===== config.mk =====
export PLATFORM = sky130hd
export DESIGN_NAME = video_frame_sequencer
export DESIGN_NICKNAME = d
export VERILOG_FILES = /design/src/rtl/video_timing_pkg.sv /design/src/rtl/video_axis_counter.sv /design/src/rtl/video_frame_sequencer.sv
export SDC_FILE = /design/constraint.sdc
export NUM_CORES = 1
export LEC_CHECK = 0
export BUFFER_PORTS_ARGS = -buffer_cell sky130_fd_sc_hd__buf_4
export CORE_AREA = 2 2 68 70
export DETAILED_ROUTE_END_ITERATION = 6
export DIE_AREA = 0 0 70 72
export HOLD_SLACK_MARGIN = 0.1
export PLACE_DENSITY_LB_ADDON = 0.3
export SLEW_MARGIN = 20
export SYNTH_ARGS = -nofsm -noshare
export SYNTH_HDL_FRONTEND = slang
export SYNTH_SLANG_ARGS = --single-unit
export TNS_END_PERCENT = 5

===== constraint.sdc =====
create_clock -name clk_i -period 3.8 [get_ports clk_i]
set_input_delay 0.57 -clock clk_i [delete_from_list [all_inputs] [get_ports clk_i]]
set_output_delay 0.57 -clock clk_i [all_outputs]
set_load 0.05 [all_outputs]

===== src/rtl/video_timing_pkg.sv =====
// Shared raster timing constants (default VGA 640x480) and the frame-time direction type.
package video_timing_pkg;

  localparam int VGA_WIDTH  = 640;
  localparam int VGA_HEIGHT = 480;
  localparam int VGA_HFRONT = 16;
  localparam int VGA_HSYNC  = 96;
  localparam int VGA_HBACK  = 48;
  localparam int VGA_VFRONT = 10;
  localparam int VGA_VSYNC  = 2;
  localparam int VGA_VBACK  = 33;

  localparam int VGA_HTOTAL = VGA_WIDTH + VGA_HFRONT + VGA_HSYNC + VGA_HBACK;
  localparam int VGA_VTOTAL = VGA_HEIGHT + VGA_VFRONT + VGA_VSYNC + VGA_VBACK;

  typedef enum logic {
    DIR_UP   = 1'b0,
    DIR_DOWN = 1'b1
  } time_dir_e;

endpackage


===== src/rtl/video_axis_counter.sv =====
// One raster axis: position counter with sync pulse, blanking flag and last-position flag.
module video_axis_counter
  import video_timing_pkg::*;
#(
  parameter int RES   = VGA_WIDTH,
  parameter int FRONT = VGA_HFRONT,
  parameter int SYNC  = VGA_HSYNC,
  parameter int BACK  = VGA_HBACK,
  parameter bit POL   = 1'b0,
  localparam int TOTAL = RES + FRONT + SYNC + BACK,
  localparam int CW    = $clog2(TOTAL)
) (
  input  logic          i_clk,
  input  logic          i_rst,
  input  logic          i_en,
  output logic [CW-1:0] o_count,
  output logic          o_sync,
  output logic          o_blank,
  output logic          o_last
);

  logic [CW-1:0] r_count;
  logic [31:0]   w_pos;

  always_ff @(posedge i_clk or posedge i_rst) begin
    if (i_rst) begin
      r_count <= '0;
    end else if (i_en) begin
      if (o_last) r_count <= '0;
      else        r_count <= r_count + CW'(1);
    end
  end

  // Compare in 32 bits so boundaries equal to 2^CW never truncate.
  assign w_pos   = 32'(r_count);
  assign o_last  = (w_pos == 32'(TOTAL - 1));
  assign o_blank = (w_pos >= 32'(RES));
  assign o_sync  = ((w_pos >= 32'(RES + FRONT)) && (w_pos < 32'(RES + FRONT + SYNC))) ? POL : ~POL;
  assign o_count = r_count;

endmodule


===== src/rtl/video_frame_sequencer.sv =====
// Raster sequencer: timing, look-ahead shader coordinates and per-frame animation time.
// Define VIDEO_OUTPUT_REG_EN to register hsync_o/vsync_o/blank_o (one cycle behind the counters).
module video_frame_sequencer
  import video_timing_pkg::*;
#(
  parameter int WIDTH      = VGA_WIDTH,
  parameter int HEIGHT     = VGA_HEIGHT,
  parameter int HFRONT     = VGA_HFRONT,
  parameter int HSYNC      = VGA_HSYNC,
  parameter int HBACK      = VGA_HBACK,
  parameter int VFRONT     = VGA_VFRONT,
  parameter int VSYNC      = VGA_VSYNC,
  parameter int VBACK      = VGA_VBACK,
  parameter bit HPOL       = 1'b0,
  parameter bit VPOL       = 1'b0,
  parameter int SCALE_LOG2 = 3,
  parameter int LOOKAHEAD  = 8,
  parameter int TIME_W     = 8,
  localparam int HTOTAL = WIDTH + HFRONT + HSYNC + HBACK,
  localparam int VTOTAL = HEIGHT + VFRONT + VSYNC + VBACK,
  localparam int HW     = $clog2(HTOTAL),
  localparam int VW     = $clog2(VTOTAL),
  localparam int XSW    = $clog2(WIDTH >> SCALE_LOG2),
  localparam int YSW    = $clog2(HEIGHT >> SCALE_LOG2)
) (
  input  logic              clk_i,
  input  logic              rst_i,
  input  logic              pause_i,
  input  logic              bounce_i,
  output logic              hsync_o,
  output logic              vsync_o,
  output logic              blank_o,
  output logic              next_line_o,
  output logic              next_frame_o,
  output logic [HW-1:0]     h_cnt_o,
  output logic [VW-1:0]     v_cnt_o,
  output logic              active_o,
  output logic [XSW-1:0]    x_small_o,
  output logic [YSW-1:0]    y_small_o,
  output logic [TIME_W-1:0] time_o
);

  localparam logic [TIME_W-1:0] TIME_PEAK = {{(TIME_W-1){1'b1}}, 1'b0};
  localparam logic [TIME_W-1:0] TIME_ONE  = TIME_W'(1);

  logic [HW-1:0] w_hCnt;
  logic [VW-1:0] w_vCnt;
  logic          w_hSync, w_vSync, w_hBlank, w_vBlank, w_hLast, w_vLast;
  logic          w_nextFrame;
  logic [31:0]   w_hSum, w_hLa, w_vLa;

  logic [TIME_W-1:0] r_time;
  time_dir_e         r_dir;

  video_axis_counter #(
    .RES(WIDTH), .FRONT(HFRONT), .SYNC(HSYNC), .BACK(HBACK), .POL(HPOL)
  ) u_hAxis (
    .i_clk(clk_i), .i_rst(rst_i), .i_en(1'b1),
    .o_count(w_hCnt), .o_sync(w_hSync), .o_blank(w_hBlank), .o_last(w_hLast)
  );

  video_axis_counter #(
    .RES(HEIGHT), .FRONT(VFRONT), .SYNC(VSYNC), .BACK(VBACK), .POL(VPOL)
  ) u_vAxis (
    .i_clk(clk_i), .i_rst(rst_i), .i_en(w_hLast),
    .o_count(w_vCnt), .o_sync(w_vSync), .o_blank(w_vBlank), .o_last(w_vLast)
  );

  assign w_nextFrame = w_hLast & w_vLast;

  // Look-ahead may run past the end of the line into the next (possibly first) line.
  always_comb begin
    w_hSum = 32'(w_hCnt) + 32'(LOOKAHEAD);
    w_hLa  = w_hSum;
    w_vLa  = 32'(w_vCnt);
    if (w_hSum >= 32'(HTOTAL)) begin
      w_hLa = w_hSum - 32'(HTOTAL);
      w_vLa = w_vLast ? 32'd0 : 32'(w_vCnt) + 32'd1;
    end
  end

  assign active_o  = (w_hLa < 32'(WIDTH)) && (w_vLa < 32'(HEIGHT));
  assign x_small_o = XSW'(w_hLa >> SCALE_LOG2);
  assign y_small_o = YSW'(w_vLa >> SCALE_LOG2);

  // Bounce turns around one step early so the peak and zero are each shown once.
  always_ff @(posedge clk_i or posedge rst_i) begin
    if (rst_i) begin
      r_time <= '0;
      r_dir  <= DIR_UP;
    end else if (w_nextFrame && !pause_i) begin
      if (!bounce_i) begin
        r_time <= r_time + TIME_ONE;
        r_dir  <= DIR_UP;
      end else if (r_dir == DIR_UP) begin
        r_time <= r_time + TIME_ONE;
        if (r_time == TIME_PEAK) r_dir <= DIR_DOWN;
      end else begin
        r_time <= r_time - TIME_ONE;
        if (r_time == TIME_ONE) r_dir <= DIR_UP;
      end
    end
  end

`ifdef VIDEO_OUTPUT_REG_EN
  logic r_hsync, r_vsync, r_blank;

  always_ff @(posedge clk_i or posedge rst_i) begin
    if (rst_i) begin
      r_hsync <= ~HPOL;
      r_vsync <= ~VPOL;
      r_blank <= 1'b0;
    end else begin
      r_hsync <= w_hSync;
      r_vsync <= w_vSync;
      r_blank <= w_hBlank | w_vBlank;
    end
  end

  assign hsync_o = r_hsync;
  assign vsync_o = r_vsync;
  assign blank_o = r_blank;
`else
  assign hsync_o = w_hSync;
  assign vsync_o = w_vSync;
  assign blank_o = w_hBlank | w_vBlank;
`endif

  assign next_line_o  = w_hLast;
  assign next_frame_o = w_nextFrame;
  assign h_cnt_o      = w_hCnt;
  assign v_cnt_o      = w_vCnt;
  assign time_o       = r_time;

endmodule


==> report_table.html <==
<table>
<tr><th>Metric</th><th>Value</th></tr>
<tr><th colspan="2">Timing</th></tr>
<tr><td>Fmax</td><td>between 200 and 300 MHz</td></tr>
<tr><td>Transition at the pin with the smallest max-transition slack</td><td>595 ps</td></tr>
<tr><td>Number of slew-limit violations in the final report</td><td>0</td></tr>
<tr><td>Setup repair after global routing missed its margin</td><td>false</td></tr>
<tr><td>Time the final worst path needs with I/O delays and setup</td><td>roughly 3500 ps</td></tr>
<tr><td>Final cycle utilization of the critical path</td><td>approximately 90%</td></tr>
<tr><td>Clock skew</td><td>~5.6 ps</td></tr>
<tr><td>Final setup vio count</td><td>0</td></tr>
<tr><td>Final Hold Violating Endpoints</td><td>0</td></tr>
<tr><td>Remaining max-slew budget at the tightest pin</td><td>60.3%</td></tr>
<tr><th colspan="2">Routing</th></tr>
<tr><td>Drt initial violations</td><td>202</td></tr>
<tr><td>Routed wire length per instance</td><td>~14 um</td></tr>
<tr><td>DR vias</td><td>between 2000 and 2500</td></tr>
<tr><td>Total detailed-routing wirelength</td><td>around 5300 um</td></tr>
<tr><td>Total iterations of the first detailed-routing run</td><td>4</td></tr>
<tr><td>Detail Route Antenna Nets</td><td>0</td></tr>
<tr><td>Via-to-Cell Ratio</td><td>between 5 and 6</td></tr>
<tr><td># DRC</td><td>0</td></tr>
<tr><th colspan="2">Layout</th></tr>
<tr><td>Ratio of cells with drive above 1 in the final layout</td><td>between 20% and 30%</td></tr>
<tr><td>Layout-stage area growth over the synthesis result</td><td>21.9%</td></tr>
<tr><td>Antenna fix cells</td><td>0</td></tr>
<tr><td>Design area</td><td>about 0.0028 mm^2</td></tr>
<tr><td>Fillers</td><td>~380</td></tr>
<tr><td>Non-filler cells, final</td><td>around 370</td></tr>
<tr><td>Final net count</td><td>~330</td></tr>
<tr><td>Final core utilization</td><td>between 60% and 70%</td></tr>
<tr><th colspan="2">Setup path</th></tr>
<tr><td>Slowest cell delay on critical path</td><td>roughly 500 ps</td></tr>
<tr><td>Crit Reg-Reg Endpoint</td><td>time_o[5]</td></tr>
<tr><td>Arrival time reported for the critical path endpoint</td><td>about 2900 ps</td></tr>
<tr><td>Worst setup path start</td><td>u_hAxis.o_count[4]</td></tr>
<tr><td>CP max FO</td><td>14</td></tr>
<tr><td>Cell depth of the worst flop-to-flop path</td><td>5</td></tr>
<tr><td>Required time worst endpoint</td><td>~3200 ps</td></tr>
<tr><td>Worst reg2reg startpoint</td><td>u_hAxis.o_count[6]</td></tr>
<tr><td>Capturing element of the worst setup path</td><td>active_o</td></tr>
<tr><td>Slowest stage cell on the critical path</td><td>sky130_fd_sc_hd__dfrtp_1</td></tr>
<tr><td>FF-to-FF setup slack</td><td>1520 ps</td></tr>
<tr><td>Classification of the worst setup path</td><td>flop to primary output</td></tr>
<tr><td>CP endpoint kind</td><td>primary output</td></tr>
<tr><td>Ordered cell list for the critical path</td><td>ha_2 &gt; nand4_1 &gt; o2111a_1 &gt; a21oi_1 &gt; o211a_1 &gt; nand2_1 &gt; a211oi_1 &gt; buf_4</td></tr>
<tr><td>Setup crit start kind</td><td>flop</td></tr>
<tr><th colspan="2">Floorplan</th></tr>
<tr><td>Die Span Y</td><td>just over 70 um</td></tr>
<tr><td>Horizontal extent of the die</td><td>around 70 um</td></tr>
<tr><td>Area of the die</td><td>approximately 0.005 mm^2</td></tr>
<tr><td>Number of ports placed on the die boundary</td><td>51</td></tr>
<tr><td>Count of standard-cell rows</td><td>24</td></tr>
<tr><td>Initial standard-cell utilization of the core</td><td>53.2%</td></tr>
<tr><td>Area of the core</td><td>~0.0043 mm^2</td></tr>
<tr><th colspan="2">Place</th></tr>
<tr><td>Placed wire-length estimate after detailed placement</td><td>around 4000 um</td></tr>
<tr><td>Number of cells in the design after placement</td><td>364</td></tr>
<tr><td>Placed instance area</td><td>between 0.002 and 0.003 mm^2</td></tr>
<tr><td>Final RePlAce weighted congestion</td><td>0.840</td></tr>
<tr><td>Buffers added on ports</td><td>50</td></tr>
<tr><th colspan="2">Clock network</th></tr>
<tr><td>Clock sinks</td><td>29</td></tr>
<tr><td>Count of buffers added by post-CTS timing repair for setup</td><td>0</td></tr>
<tr><td>Master cell of the clock root buffer</td><td>sky130_fd_sc_hd__clkbuf_8</td></tr>
<tr><td>Latest clock arrival within the worst-skew pair</td><td>just under 300 ps</td></tr>
<tr><td>CTS tree</td><td>done</td></tr>
<tr><td>Longest Clk Path Bufs</td><td>2</td></tr>
<tr><td>Worst-path clk slew</td><td>70 ps</td></tr>
<tr><td>Count of H-tree levels built during CTS</td><td>2</td></tr>
<tr><td>Inserted Clock Buffers</td><td>5</td></tr>
<tr><th colspan="2">Synthesis</th></tr>
<tr><td>Cell taking the most area after synthesis</td><td>sky130_fd_sc_hd__dfrtp_1</td></tr>
<tr><td>Post-synthesis instance area</td><td>roughly 0.0023 mm^2</td></tr>
<tr><td>Average footprint of a synthesized cell</td><td>slightly above 8 um^2</td></tr>
<tr><td>Gate count of the mapped netlist</td><td>about 280</td></tr>
<tr><td>Ys Warns</td><td>0</td></tr>
<tr><td>Prevailing post-synth register cell</td><td>sky130_fd_sc_hd__dfrtp_1</td></tr>
<tr><td>Most common cell in the synthesized netlist</td><td>sky130_fd_sc_hd__dfrtp_1</td></tr>
<tr><td>Share of synthesized registers carrying an async set or reset</td><td>100%</td></tr>
<tr><td>Net count after synthesis</td><td>just under 300</td></tr>
<tr><td>Sequential-to-total area share from yosys stat</td><td>around a third</td></tr>
<tr><td>Top cells by instance count after synthesis</td><td>sky130_fd_sc_hd__dfrtp_1, sky130_fd_sc_hd__nor2_1, sky130_fd_sc_hd__nand2_1, sky130_fd_sc_hd__o21ai_0, sky130_fd_sc_hd__nand3_1</td></tr>
<tr><td>Area contributors post-synth</td><td>sky130_fd_sc_hd__dfrtp_1, sky130_fd_sc_hd__ha_1, sky130_fd_sc_hd__xor2_1</td></tr>
<tr><td>Synth top area share</td><td>32.0%</td></tr>
<tr><td>Number of synthesized register bits</td><td>29</td></tr>
<tr><td>Number of synthesized flops with an enable pin</td><td>0</td></tr>
<tr><td>Number of distinct library cells after synthesis</td><td>55</td></tr>
<tr><th colspan="2">Global route</th></tr>
<tr><td>Maximum number of pins on one net before global-route repair</td><td>22</td></tr>
<tr><td>Initial antenna violation count</td><td>0</td></tr>
<tr><td>First-pass GRT wire length</td><td>about 9000 um</td></tr>
<tr><td>GR met1 Demand/Resource</td><td>28.3%</td></tr>
<tr><td>Vias in the first global route</td><td>1957</td></tr>
<tr><td>Congestion Overflow GR</td><td>0</td></tr>
<tr><td>Routing usage on met2</td><td>between 30% and 40%</td></tr>
<tr><td>Total routing usage reported by global routing</td><td>between 20% and 30%</td></tr>
<tr><td>Global Route met3 Usage</td><td>between 4 and 5%</td></tr>
<tr><td>GR peak layer</td><td>met2</td></tr>
<tr><th colspan="2">Pwr</th></tr>
<tr><td>Share of total power consumed by net switching</td><td>around a fifth</td></tr>
<tr><td>Worst IR Drop VDD</td><td>about 0.17 mV</td></tr>
<tr><td>Clock share of power</td><td>approximately 50%</td></tr>
<tr><td>Pint</td><td>~0.53 mW</td></tr>
<tr><td>Fraction of power consumed by sequential logic</td><td>between 40% and 50%</td></tr>
<tr><td>Static leakage power</td><td>1.26 nW</td></tr>
<tr><td>Power Dens Cells</td><td>243 mW/mm^2</td></tr>
<tr><td>Net switching power of the design</td><td>roughly 0.14 mW</td></tr>
<tr><td>Combinational power share</td><td>3.3%</td></tr>
<tr><th colspan="2">Run</th></tr>
<tr><td>Total of max-cap violations</td><td>0</td></tr>
<tr><th colspan="2">Run status</th></tr>
<tr><td>Result of the run</td><td>finished, final reports clean</td></tr>
<tr><th colspan="2">Worst hold path</th></tr>
<tr><td>Type of the tightest min-delay check</td><td>input port to asynchronous set/reset pin</td></tr>
</table>
[worst min-delay path by stage]
stage	start	to	slack, ps	depth (start not counted)
after floorplan	r_dir	r_dir	500	2
after global placement	time_o[4]	time_o[4]	500	1
after detailed placement	time_o[6]	time_o[6]	510	1
after CTS	rst_i	u_hAxis.o_count[6]	320	2
after global routing	rst_i	u_hAxis.o_count[3]	350	2
final	rst_i	u_hAxis.o_count[6]	300	2
[metrics by stage]
step | hold slack (ps) | setup TNS (ps) | setup slack [ps] | total power, mW
global route | 351 | 0 | 0.590 | 0.696
CTS | 322 | 0 | 241 | 0.677
global placement | 505 | 0 | 636 | 0.340
detailed placement | 508 | 0 | 551 | 0.340
floorplan | 503 | -1190 | -361 | 0.331
finish | 300 | 0 | 330 | 0.672
[cells by family (layout without fill, tap and decap cells)]
| family | count (synthesis) | after routing | share of synthesized area [%] |
|---|---|---|---|
| adders and majority gates | 10 | 10 | 5.51 |
| buffers and inverters | 31 | 72 | 5.84 |
| AOI/OAI and AO/OA | 62 | 62 | 17.9 |
| xor gates and xnor gates | 24 | 24 | 9.26 |
| and+or+nand+nor | 122 | 122 | 29.1 |
| DFF | 29 | 29 | 32.0 |
| muxes | 1 | 1 | 0.441 |
[layout make-up]
type	count	area [um^2]	area share, %
clock inverters	2	37.5	1.36
multi-input cells	219	1420	51.3
clock buffers	6	82.6	2.98
repair buffers	52	390	14.1
inverters	12	45.0	1.63
flip-flops and latches	29	727	26.3
well taps	52	65.1	2.35
[power groups by stage]
stage                     sequential [mW]  clock [mW]  combinational (mW)
final                               0.312       0.339              0.0221
after global routing                0.312       0.359              0.0251
after CTS                           0.312       0.343              0.0228
after floorplan                     0.321           0              0.0102
after global placement              0.317           0              0.0226
after detailed placement            0.317           0              0.0227
[sequential cells by signal (all words and copies together), names as in the netlist]
register         count
time_o               8
u_vAxis.o_count     10
r_dir                1
u_hAxis.o_count     10
[per-layer routing]
layer / routed length, um / vias to the layer above / share of wire [%]
met3: 365 / 7 / 6.9
met5: 0 / - / 0
li1: - / 1083 / -
met4: 70 / 0 / 1.3
met1: 2300 / 1016 / 43
met2: 2570 / 88 / 48
[what timing repair did]
action / 4_1_cts / 5_1_grt
endpoints found under the setup margin: 0 / 3
hold buffers: 0 / 0
gates resized for setup: 0 / 2
endpoints found under the hold margin: 0 / 0
[critical path: cells and delay by family, from the launching register on]
family                   cells  cell delay (ps)
adder cells (fa/ha/maj)      1              390
flip-flops                   1              500
buffers and inverters        1              230
AND/OR/NAND/NOR              2              290
AO/OA/AOI/OAI                4             1190
[layout by cell type, fill, tap and decap left out, types with 2 or more instances in the layout]
cell type	netlist	routed
sky130_fd_sc_hd__o22ai_1	3	3
sky130_fd_sc_hd__a21oi_1	13	13
sky130_fd_sc_hd__a211oi_1	2	2
sky130_fd_sc_hd__xnor2_1	11	11
sky130_fd_sc_hd__inv_1	12	12
sky130_fd_sc_hd__xor2_1	13	13
sky130_fd_sc_hd__a22oi_1	2	2
sky130_fd_sc_hd__nor2b_1	2	2
sky130_fd_sc_hd__dfrtp_1	29	28
sky130_fd_sc_hd__ha_1	10	9
sky130_fd_sc_hd__nor4_1	3	3
sky130_fd_sc_hd__o211a_1	2	2
sky130_fd_sc_hd__and3_2	2	2
sky130_fd_sc_hd__or2_2	2	2
sky130_fd_sc_hd__and4_1	3	3
sky130_fd_sc_hd__nand3_1	17	17
sky130_fd_sc_hd__and3_1	6	6
sky130_fd_sc_hd__nand2b_1	3	3
sky130_fd_sc_hd__o211ai_1	2	2
sky130_fd_sc_hd__or3_1	3	3
sky130_fd_sc_hd__nor3_1	9	9
sky130_fd_sc_hd__o21ai_0	18	18
sky130_fd_sc_hd__buf_4	1	52
sky130_fd_sc_hd__nor2_1	28	28
sky130_fd_sc_hd__clkbuf_8	0	6
sky130_fd_sc_hd__and2_1	3	3
sky130_fd_sc_hd__a311oi_1	2	2
sky130_fd_sc_hd__nand4_1	7	7
sky130_fd_sc_hd__a31oi_1	2	2
sky130_fd_sc_hd__nand2_1	24	24
sky130_fd_sc_hd__o31ai_1	5	5
No activity file was read; power rests on OpenSTA's default activity.
